==> src/rtl/scgra_axil_ctrl_slave_if.sv <==
// AXI4-Lite bundle between the host master and the SCGRA control slave.
// Ports: AW/W/B/AR/R channels; master modport drives requests, slave responds.
interface scgra_axil_ctrl_slave_if #(
    parameter int C_DATA_WIDTH = 32,
    parameter int C_ADDR_WIDTH = 5
) ();

    logic [C_ADDR_WIDTH-1:0]   S_AXI_AWADDR;
    logic [2:0]                S_AXI_AWPROT;
    logic                      S_AXI_AWVALID;
    logic                      S_AXI_AWREADY;

    logic [C_DATA_WIDTH-1:0]   S_AXI_WDATA;
    logic [C_DATA_WIDTH/8-1:0] S_AXI_WSTRB;
    logic                      S_AXI_WVALID;
    logic                      S_AXI_WREADY;

    logic [1:0]                S_AXI_BRESP;
    logic                      S_AXI_BVALID;
    logic                      S_AXI_BREADY;

    logic [C_ADDR_WIDTH-1:0]   S_AXI_ARADDR;
    logic [2:0]                S_AXI_ARPROT;
    logic                      S_AXI_ARVALID;
    logic                      S_AXI_ARREADY;

    logic [C_DATA_WIDTH-1:0]   S_AXI_RDATA;
    logic [1:0]                S_AXI_RRESP;
    logic                      S_AXI_RVALID;
    logic                      S_AXI_RREADY;

    modport master (
        output S_AXI_AWADDR, S_AXI_AWPROT, S_AXI_AWVALID,
        input  S_AXI_AWREADY,
        output S_AXI_WDATA, S_AXI_WSTRB, S_AXI_WVALID,
        input  S_AXI_WREADY,
        input  S_AXI_BRESP, S_AXI_BVALID,
        output S_AXI_BREADY,
        output S_AXI_ARADDR, S_AXI_ARPROT, S_AXI_ARVALID,
        input  S_AXI_ARREADY,
        input  S_AXI_RDATA, S_AXI_RRESP, S_AXI_RVALID,
        output S_AXI_RREADY
    );

    modport slave (
        input  S_AXI_AWADDR, S_AXI_AWPROT, S_AXI_AWVALID,
        output S_AXI_AWREADY,
        input  S_AXI_WDATA, S_AXI_WSTRB, S_AXI_WVALID,
        output S_AXI_WREADY,
        output S_AXI_BRESP, S_AXI_BVALID,
        input  S_AXI_BREADY,
        input  S_AXI_ARADDR, S_AXI_ARPROT, S_AXI_ARVALID,
        output S_AXI_ARREADY,
        output S_AXI_RDATA, S_AXI_RRESP, S_AXI_RVALID,
        input  S_AXI_RREADY
    );

endinterface

==> src/rtl/scgra_axil_ctrl_slave.sv <==
// AXI4-Lite control/status register bank for the SCGRA accelerator core.
// Ports: ACLK, ARESETN (async low), s_axi (slave modport), cfg0..cfg3 config
// words, acc_start one-cycle start pulse, acc_done completion in, acc_irq level.
module scgra_axil_ctrl_slave #(
    parameter int C_DATA_WIDTH = 32,
    parameter int C_ADDR_WIDTH = 5
) (
    input  logic                    ACLK,
    input  logic                    ARESETN,
    scgra_axil_ctrl_slave_if.slave  s_axi,
    output logic [C_DATA_WIDTH-1:0] cfg0,
    output logic [C_DATA_WIDTH-1:0] cfg1,
    output logic [C_DATA_WIDTH-1:0] cfg2,
    output logic [C_DATA_WIDTH-1:0] cfg3,
    output logic                    acc_start,
    input  logic                    acc_done,
    output logic                    acc_irq
);

    typedef enum logic [1:0] {
        W_IDLE   = 2'd0,
        W_ACCEPT = 2'd1,
        W_RESP   = 2'd2
    } wstate_t;

    typedef enum logic [1:0] {
        R_IDLE   = 2'd0,
        R_ACCEPT = 2'd1,
        R_DATA   = 2'd2
    } rstate_t;

    localparam logic [2:0] IDX_CTRL   = 3'd4;
    localparam logic [2:0] IDX_STATUS = 3'd5;

    // ---------------- state and registers ----------------
    wstate_t                 r_wstate;
    wstate_t                 w_wstate_nxt;
    rstate_t                 r_rstate;
    rstate_t                 r_rstate_nxt;

    logic [C_DATA_WIDTH-1:0] r_cfg [4];
    logic                    r_irq_en;
    logic                    r_busy;
    logic                    r_done;
    logic                    r_start;
    logic [C_DATA_WIDTH-1:0] r_rdata;

    // ---------------- bus-facing wires ----------------
    logic                    w_awready;
    logic                    w_wready;
    logic                    w_bvalid;
    logic                    w_arready;
    logic                    w_rvalid;

    logic [2:0]              w_awidx;
    logic [2:0]              w_aridx;
    logic                    w_wr_en;
    logic                    w_rd_en;
    logic                    w_ctrl_wr;
    logic                    w_start_fire;
    logic                    w_done_w1c;
    logic [C_DATA_WIDTH-1:0] w_rdata_mux;
    logic                    w_unused;

    assign w_awidx = s_axi.S_AXI_AWADDR[4:2];
    assign w_aridx = s_axi.S_AXI_ARADDR[4:2];

    // Address/data are sampled on the ACCEPT edge, where the handshake lands.
    assign w_wr_en = (r_wstate == W_ACCEPT);
    assign w_rd_en = (r_rstate == R_ACCEPT);

    assign w_ctrl_wr = w_wr_en
                     && (w_awidx == IDX_CTRL)
                     && s_axi.S_AXI_WSTRB[0];

    // A START while the core is still running is dropped silently.
    assign w_start_fire = w_ctrl_wr
                        && s_axi.S_AXI_WDATA[0]
                        && !r_busy;

    assign w_done_w1c = w_wr_en
                      && (w_awidx == IDX_STATUS)
                      && s_axi.S_AXI_WSTRB[0]
                      && s_axi.S_AXI_WDATA[1];

    assign w_unused = ^{s_axi.S_AXI_AWPROT, s_axi.S_AXI_ARPROT,
                        s_axi.S_AXI_AWADDR[1:0], s_axi.S_AXI_ARADDR[1:0]};

    // ---------------- write FSM ----------------
    always_ff @(posedge ACLK or negedge ARESETN) begin
        if (!ARESETN) begin
            r_wstate <= W_IDLE;
        end else begin
            r_wstate <= w_wstate_nxt;
        end
    end

    always_comb begin
        w_wstate_nxt = r_wstate;
        unique case (r_wstate)
            W_IDLE: begin
                // AW and W are only taken together.
                if (s_axi.S_AXI_AWVALID && s_axi.S_AXI_WVALID) begin
                    w_wstate_nxt = W_ACCEPT;
                end
            end
            W_ACCEPT: begin
                w_wstate_nxt = W_RESP;
            end
            W_RESP: begin
                if (s_axi.S_AXI_BREADY) begin
                    w_wstate_nxt = W_IDLE;
                end
            end
            default: begin
                w_wstate_nxt = W_IDLE;
            end
        endcase
    end

    always_comb begin
        w_awready = 1'b0;
        w_wready  = 1'b0;
        w_bvalid  = 1'b0;
        unique case (r_wstate)
            W_IDLE: begin
            end
            W_ACCEPT: begin
                w_awready = 1'b1;
                w_wready  = 1'b1;
            end
            W_RESP: begin
                w_bvalid = 1'b1;
            end
            default: begin
            end
        endcase
    end

    // ---------------- read FSM ----------------
    always_ff @(posedge ACLK or negedge ARESETN) begin
        if (!ARESETN) begin
            r_rstate <= R_IDLE;
        end else begin
            r_rstate <= r_rstate_nxt;
        end
    end

    always_comb begin
        r_rstate_nxt = r_rstate;
        unique case (r_rstate)
            R_IDLE: begin
                if (s_axi.S_AXI_ARVALID) begin
                    r_rstate_nxt = R_ACCEPT;
                end
            end
            R_ACCEPT: begin
                r_rstate_nxt = R_DATA;
            end
            R_DATA: begin
                if (s_axi.S_AXI_RREADY) begin
                    r_rstate_nxt = R_IDLE;
                end
            end
            default: begin
                r_rstate_nxt = R_IDLE;
            end
        endcase
    end

    always_comb begin
        w_arready = 1'b0;
        w_rvalid  = 1'b0;
        unique case (r_rstate)
            R_IDLE: begin
            end
            R_ACCEPT: begin
                w_arready = 1'b1;
            end
            R_DATA: begin
                w_rvalid = 1'b1;
            end
            default: begin
            end
        endcase
    end

    // ---------------- byte-lane merge ----------------
    function automatic logic [C_DATA_WIDTH-1:0] f_merge(
        input logic [C_DATA_WIDTH-1:0]   old_v,
        input logic [C_DATA_WIDTH-1:0]   new_v,
        input logic [C_DATA_WIDTH/8-1:0] strb
    );
        logic [C_DATA_WIDTH-1:0] res;
        res = old_v;
        for (int b = 0; b < C_DATA_WIDTH / 8; b++) begin
            if (strb[b]) begin
                res[8*b +: 8] = new_v[8*b +: 8];
            end
        end
        return res;
    endfunction

    // ---------------- config registers ----------------
    always_ff @(posedge ACLK or negedge ARESETN) begin
        if (!ARESETN) begin
            for (int i = 0; i < 4; i++) begin
                r_cfg[i] <= '0;
            end
        end else if (w_wr_en && !w_awidx[2]) begin
            r_cfg[w_awidx[1:0]] <= f_merge(r_cfg[w_awidx[1:0]],
                                           s_axi.S_AXI_WDATA,
                                           s_axi.S_AXI_WSTRB);
        end
    end

    // ---------------- control / status ----------------
    always_ff @(posedge ACLK or negedge ARESETN) begin
        if (!ARESETN) begin
            r_irq_en <= 1'b0;
            r_busy   <= 1'b0;
            r_done   <= 1'b0;
            r_start  <= 1'b0;
        end else begin
            r_start <= w_start_fire;

            if (w_ctrl_wr) begin
                r_irq_en <= s_axi.S_AXI_WDATA[1];
            end

            // A fresh start owns BUSY even if a stray done lands alongside.
            if (w_start_fire) begin
                r_busy <= 1'b1;
            end else if (acc_done) begin
                r_busy <= 1'b0;
            end

            // Completion beats a simultaneous W1C so no done is ever lost.
            if (acc_done) begin
                r_done <= 1'b1;
            end else if (w_done_w1c) begin
                r_done <= 1'b0;
            end
        end
    end

    // ---------------- read data ----------------
    always_comb begin
        w_rdata_mux = '0;
        unique case (w_aridx)
            3'd0:       w_rdata_mux = r_cfg[0];
            3'd1:       w_rdata_mux = r_cfg[1];
            3'd2:       w_rdata_mux = r_cfg[2];
            3'd3:       w_rdata_mux = r_cfg[3];
            IDX_CTRL:   w_rdata_mux[1] = r_irq_en;
            IDX_STATUS: w_rdata_mux[1:0] = {r_done, r_busy};
            default:    w_rdata_mux = '0;
        endcase
    end

    always_ff @(posedge ACLK or negedge ARESETN) begin
        if (!ARESETN) begin
            r_rdata <= '0;
        end else if (w_rd_en) begin
            r_rdata <= w_rdata_mux;
        end
    end

    // ---------------- outputs ----------------
    assign s_axi.S_AXI_AWREADY = w_awready;
    assign s_axi.S_AXI_WREADY  = w_wready;
    assign s_axi.S_AXI_BVALID  = w_bvalid;
    assign s_axi.S_AXI_BRESP   = 2'b00;
    assign s_axi.S_AXI_ARREADY = w_arready;
    assign s_axi.S_AXI_RVALID  = w_rvalid;
    assign s_axi.S_AXI_RRESP   = 2'b00;
    assign s_axi.S_AXI_RDATA   = r_rdata;

    assign cfg0      = r_cfg[0];
    assign cfg1      = r_cfg[1];
    assign cfg2      = r_cfg[2];
    assign cfg3      = r_cfg[3];
    assign acc_start = r_start;
    assign acc_irq   = r_done & r_irq_en;

endmodule

==> src/flat_wrapper.sv <==
// flat-port wrapper written by rule: the top's interface ports become plain ports
module scgra_axil_ctrl_slave_flat 
#(
    parameter int C_DATA_WIDTH = 32,
    parameter int C_ADDR_WIDTH = 5
)
  (ACLK, ARESETN, cfg0, cfg1, cfg2, cfg3, acc_start, acc_done, acc_irq, s_axi_S_AXI_AWADDR, s_axi_S_AXI_AWPROT, s_axi_S_AXI_AWVALID, s_axi_S_AXI_AWREADY, s_axi_S_AXI_WDATA, s_axi_S_AXI_WSTRB, s_axi_S_AXI_WVALID, s_axi_S_AXI_WREADY, s_axi_S_AXI_BRESP, s_axi_S_AXI_BVALID, s_axi_S_AXI_BREADY, s_axi_S_AXI_ARADDR, s_axi_S_AXI_ARPROT, s_axi_S_AXI_ARVALID, s_axi_S_AXI_ARREADY, s_axi_S_AXI_RDATA, s_axi_S_AXI_RRESP, s_axi_S_AXI_RVALID, s_axi_S_AXI_RREADY);
  scgra_axil_ctrl_slave_if #(.C_DATA_WIDTH(C_DATA_WIDTH), .C_ADDR_WIDTH(C_ADDR_WIDTH)) s_axi_i ();
  input  logic ACLK;
  input  logic ARESETN;
  output logic [C_DATA_WIDTH-1:0] cfg0;
  output logic [C_DATA_WIDTH-1:0] cfg1;
  output logic [C_DATA_WIDTH-1:0] cfg2;
  output logic [C_DATA_WIDTH-1:0] cfg3;
  output logic acc_start;
  input  logic acc_done;
  output logic acc_irq;
  input wire logic [$bits(s_axi_i.S_AXI_AWADDR)-1:0] s_axi_S_AXI_AWADDR;
  input wire logic [$bits(s_axi_i.S_AXI_AWPROT)-1:0] s_axi_S_AXI_AWPROT;
  input wire logic [$bits(s_axi_i.S_AXI_AWVALID)-1:0] s_axi_S_AXI_AWVALID;
  output wire logic [$bits(s_axi_i.S_AXI_AWREADY)-1:0] s_axi_S_AXI_AWREADY;
  input wire logic [$bits(s_axi_i.S_AXI_WDATA)-1:0] s_axi_S_AXI_WDATA;
  input wire logic [$bits(s_axi_i.S_AXI_WSTRB)-1:0] s_axi_S_AXI_WSTRB;
  input wire logic [$bits(s_axi_i.S_AXI_WVALID)-1:0] s_axi_S_AXI_WVALID;
  output wire logic [$bits(s_axi_i.S_AXI_WREADY)-1:0] s_axi_S_AXI_WREADY;
  output wire logic [$bits(s_axi_i.S_AXI_BRESP)-1:0] s_axi_S_AXI_BRESP;
  output wire logic [$bits(s_axi_i.S_AXI_BVALID)-1:0] s_axi_S_AXI_BVALID;
  input wire logic [$bits(s_axi_i.S_AXI_BREADY)-1:0] s_axi_S_AXI_BREADY;
  input wire logic [$bits(s_axi_i.S_AXI_ARADDR)-1:0] s_axi_S_AXI_ARADDR;
  input wire logic [$bits(s_axi_i.S_AXI_ARPROT)-1:0] s_axi_S_AXI_ARPROT;
  input wire logic [$bits(s_axi_i.S_AXI_ARVALID)-1:0] s_axi_S_AXI_ARVALID;
  output wire logic [$bits(s_axi_i.S_AXI_ARREADY)-1:0] s_axi_S_AXI_ARREADY;
  output wire logic [$bits(s_axi_i.S_AXI_RDATA)-1:0] s_axi_S_AXI_RDATA;
  output wire logic [$bits(s_axi_i.S_AXI_RRESP)-1:0] s_axi_S_AXI_RRESP;
  output wire logic [$bits(s_axi_i.S_AXI_RVALID)-1:0] s_axi_S_AXI_RVALID;
  input wire logic [$bits(s_axi_i.S_AXI_RREADY)-1:0] s_axi_S_AXI_RREADY;
  assign s_axi_i.S_AXI_AWADDR = s_axi_S_AXI_AWADDR;
  assign s_axi_i.S_AXI_AWPROT = s_axi_S_AXI_AWPROT;
  assign s_axi_i.S_AXI_AWVALID = s_axi_S_AXI_AWVALID;
  assign s_axi_S_AXI_AWREADY = s_axi_i.S_AXI_AWREADY;
  assign s_axi_i.S_AXI_WDATA = s_axi_S_AXI_WDATA;
  assign s_axi_i.S_AXI_WSTRB = s_axi_S_AXI_WSTRB;
  assign s_axi_i.S_AXI_WVALID = s_axi_S_AXI_WVALID;
  assign s_axi_S_AXI_WREADY = s_axi_i.S_AXI_WREADY;
  assign s_axi_S_AXI_BRESP = s_axi_i.S_AXI_BRESP;
  assign s_axi_S_AXI_BVALID = s_axi_i.S_AXI_BVALID;
  assign s_axi_i.S_AXI_BREADY = s_axi_S_AXI_BREADY;
  assign s_axi_i.S_AXI_ARADDR = s_axi_S_AXI_ARADDR;
  assign s_axi_i.S_AXI_ARPROT = s_axi_S_AXI_ARPROT;
  assign s_axi_i.S_AXI_ARVALID = s_axi_S_AXI_ARVALID;
  assign s_axi_S_AXI_ARREADY = s_axi_i.S_AXI_ARREADY;
  assign s_axi_S_AXI_RDATA = s_axi_i.S_AXI_RDATA;
  assign s_axi_S_AXI_RRESP = s_axi_i.S_AXI_RRESP;
  assign s_axi_S_AXI_RVALID = s_axi_i.S_AXI_RVALID;
  assign s_axi_i.S_AXI_RREADY = s_axi_S_AXI_RREADY;
  scgra_axil_ctrl_slave #(.C_DATA_WIDTH(C_DATA_WIDTH), .C_ADDR_WIDTH(C_ADDR_WIDTH)) u_core (.ACLK(ACLK), .ARESETN(ARESETN), .s_axi(s_axi_i), .cfg0(cfg0), .cfg1(cfg1), .cfg2(cfg2), .cfg3(cfg3), .acc_start(acc_start), .acc_done(acc_done), .acc_irq(acc_irq));
endmodule
==> config.mk <==
export PLATFORM = sky130hd
export DESIGN_NAME = scgra_axil_ctrl_slave_flat
export DESIGN_NICKNAME = d
export VERILOG_FILES = /design/src/rtl/scgra_axil_ctrl_slave_if.sv /design/src/rtl/scgra_axil_ctrl_slave.sv /design/src/flat_wrapper.sv
export SDC_FILE = /design/constraint.sdc
export NUM_CORES = 1
export LEC_CHECK = 0
export CAP_MARGIN = 10
export CORE_MARGIN = 2
export CORE_UTILIZATION = 40
export DETAILED_ROUTE_END_ITERATION = 10
export GPL_TIMING_DRIVEN = 0
export PLACE_DENSITY = 0.69
export SLEW_MARGIN = 20
export SYNTH_ARGS = -nofsm -noshare
export SYNTH_HDL_FRONTEND = slang
export SYNTH_SLANG_ARGS = --single-unit
export TNS_END_PERCENT = 30
==> constraint.sdc <==
create_clock -name ACLK -period 3.2 [get_ports ACLK]
set_input_delay 0.96 -clock ACLK [delete_from_list [all_inputs] [get_ports ACLK]]
set_output_delay 0.96 -clock ACLK [all_outputs]
set_load 0.03 [all_outputs]
==> metrics.md <==
| Metric | Value |
|---|---|
| Slew Viols, Final | `0` |
| Crit path kind | `reg2out` |
| Synth warn | `0` |
| Row cnt | `52` |
| Mux contribution to synthesized area | `approximately 18%` |
| Die width | `around 150 um` |
| First-pass GRT wire length | `slightly above 40000 um` |
| Chip height | `about 150 um` |
| Period utilization | `approximately 94%` |
| CTS Root Cell | `clkbuf_16` |
| Slew @ Worst Pin | `approximately 900 ps` |
| Pre-CTS setup slack | `roughly 99 ps` |
| RSZ-0062 raised after global routing | `no` |
| Post-Synth Simple-Gate Area | `under 10%` |
| Mapped Cells | `around 730` |
| Post-DP HPWL | `around 18000 um` |
| CTS tree | `done` |
| I/O Buffers | `between 200 and 250` |
| Starting Density | `40.5%` |
| Final Hold Fails | `0` |
| CTS buffer count | `17` |
| Final setup margin | `slightly below 200 ps` |
| GRT Total Usage | `around a quarter` |
| Adder-cell share of the synthesized area | `0%` |
| Post-layout util | `between 50% and 60%` |
| Syn_area_per_cell | `between 10 and 15 um2` |
| Slew Limit Headroom | `between 30% and 40%` |
| Sw frac | `40.1%` |
| Seq/Total Area, Yosys | `51.6%` |
| Post-placement cell count | `between 1000 and 1500` |
| Core area | `20100 um2` |
| Clock tree buffer depth | `2` |
| Combinational family with the most area after synthesis | `multiplexers` |
| Clk slew on worst S/H paths | `about 60 ps` |
| Crit Path Max Fanout | `7` |
| Final WL | `about 26000 um` |
| Pwr/cell area | `889 nW/um2` |
| Detailed-route via count | `~7000` |
| Count of final setup violators | `0` |
| Largest net degree at the start of global routing | `roughly 90` |
| Hold_buf cts | `0` |
| H-tree level count | `4` |
| Setup crit start kind | `register` |
| Maxcap violations | `0` |
| Final Power | `between 10 and 15 mW` |
| Syn-to-layout area delta | `38.2%` |
| Required time worst endpoint | `2240 ps` |
| Clock network power share | `about a fifth` |
| GP Congestion | `around 0.80` |
| Synth Area in Compound Gates | `between 15 and 20%` |
| Tmin final | `roughly 3000 ps` |
| Setup_tns | `0 ps` |
| ANT nets after route | `0` |
| Crit end category | `primary output` |
| Worst min-delay path category | `reg2reg` |
| Post-CTS Resized | `0` |
| Fraction of layout instances using a drive strength above 1 | `14.7%` |
| Initial DRC count | `451` |
| Total grt overflow | `0` |
| # clock sinks | `about 170` |
| Clk_lat worst skew | `roughly 430 ps` |
| Arrival @ worst endpoint | `approximately 2000 ps` |
| Fmax | `333 MHz` |
| Synth cell types | `42` |
| Post-Synth XOR/XNOR Area | `0%` |
| Leak Pwr | `approximately 5 nW` |
| DR WL/cell | `approximately 21 um` |
| Status | `finished clean` |
| Worst VDD drop | `around 0.51 mV` |
| Initial antenna violation count | `0` |
| Setup Buffers After CTS | `0` |
| Layout Cells excl Fill | `about 1300` |
| Pint | `approximately 6.0 mW` |
| Synthesized cell area | `8150 um2` |
| Number of global-route vias before repair | `between 6000 and 7000` |
| Drt drc | `0` |
| Ports | `231` |
| Fin nets | `~1000` |
| Ant. Diodes | `0` |
| Clk_skew | `approximately 9.5 ps` |
| #FFs+latches synth | `around 170` |
| Gate power share | `a little over two fifths` |
| Sw power | `roughly 4 mW` |
| Seq pwr share | `between 30% and 40%` |
| DRT Pass-1 Iters | `4` |
| Die area | `21500 um2` |
| Vias per cell | `5.58` |
## power by group through the flow
stage	clock (mW)	combinational, mW	sequential, mW
floorplan	0	1.23	4.69
global placement	0	4.32	3.52
detailed placement	0	4.38	3.53
CTS	2.15	4.39	3.50
global route	2.25	4.64	3.61
finish	2.14	4.37	3.51
## routing by layer
metal  track usage, %  vias up  part of all wire [%]
met4             7.09        0                   1.8
met5                0        -                     0
met1             35.0     3510                    44
met3             6.37       32                   7.9
li1                 -     3114                     -
met2             38.2      322                    46
## layout make-up
| cell class | count | area [um2] |
|---|---|---|
| buffer | 62 | 350 |
| clock buffer | 23 | 498 |
| clock inverter | 9 | 114 |
| fill | 1750 | 8840 |
| inverter | 10 | 37.5 |
| multi-input combinational | 496 | 3570 |
| sequential | 168 | 4200 |
| tap | 270 | 338 |
| timing repair buffer | 213 | 2150 |
## metrics by stage
stage | area, um2 | hold WS, ps
3_3_place_gp | 10600 | 432
3_5_place_dp | 10700 | 446
5_1_grt | 11300 | 477
6_report | 11300 | 453
4_1_cts | 11300 | 450
2_1_floorplan | 8160 | 422
## worst max-delay path: stages, from the launching register on
cell and delay [ps]:
dfrtp_1 390, nand2b_1 140, clkbuf_1 230, inv_1 170
clkdlybuf4s50_1 690
## synth_stat cells, drive strengths merged
master / number / share of area, %
a211oi: 1 / 0.092
a21o: 3 / 0.28
a21oi: 1 / 0.061
a221oi: 1 / 0.18
a22o: 30 / 3.2
and2: 1 / 0.077
and2b: 1 / 0.092
and3: 1 / 0.077
buf: 34 / 3.0
clkbuf: 28 / 1.3
conb: 1 / 0.046
dfrtp: 168 / 52
inv: 10 / 0.46
mux2: 33 / 4.7
mux2i: 37 / 4.5
mux4: 30 / 8.3
nand2: 164 / 7.6
nand2b: 3 / 0.23
nand3: 2 / 0.18
nand3b: 1 / 0.14
nand4: 1 / 0.077
nor2: 3 / 0.17
nor2b: 6 / 0.46
nor3: 2 / 0.12
nor3b: 3 / 0.48
o21ai: 131 / 8.0
o221ai: 31 / 3.9
o22a: 1 / 0.11
o32ai: 1 / 0.11
or2: 4 / 0.31
## worst paths after layout
kind | slack, ps | start | to | depth (start not counted)
min | 450 | u_core.r_rstate[1]$_DFFE_PN0P_ | u_core.r_rstate[0]$_DFFE_PN0P_ | 1
max reg2reg | 1340 | u_core.r_rstate[1]$_DFFE_PN0P_ | u_core.s_axi.S_AXI_RDATA[22]$_DFFE_PN0P_ | 5
min in group asynchronous | 490 | ARESETN | u_core.cfg0[24]$_DFFE_PN0P_ | 1
max in group asynchronous | 1840 | ARESETN | u_core.cfg1[13]$_DFFE_PN0P_ | 2
min reg2reg | 450 | u_core.r_rstate[1]$_DFFE_PN0P_ | u_core.r_rstate[0]$_DFFE_PN0P_ | 1
max | 200 | u_core.r_rstate[1]$_DFFE_PN0P_ | s_axi_S_AXI_ARREADY | 4
## sequential cells by signal, summed over array words and instances (netlist names)
register	count
u_core.cfg0	32
u_core.cfg1	32
u_core.cfg2	32
u_core.cfg3	32
u_core.s_axi.S_AXI_RDATA	32
u_core.r_rstate	2
u_core.r_wstate	2
u_core.acc_start	1
u_core.r_busy	1
u_core.r_done	1
u_core.r_irq_en	1
## cells by family after synthesis
family	after synthesis
AO/OA/AOI/OAI	200
buffers and inverters	72
flip-flops	168
multiplexers	100
other	1
AND/OR/NAND/NOR	192
## placed cells by master, fill, tap and decap left out, drive strengths merged, types with 2 or more instances in the layout
cell             n
clkinvlp         3
nor3             2
o21ai          131
clkinv           3
bufinv           2
or2              4
mux2            33
mux2i           37
conb             4
dfrtp          168
nand2b           3
a22o            30
clkdlybuf4s50  211
nor3b            3
a21o             3
buf             36
nor2             3
inv             11
mux4            30
nand2          164
nand3            2
o221ai          31
nor2b            6
clkbuf          51
No activity file was read; power rests on OpenSTA's default activity.
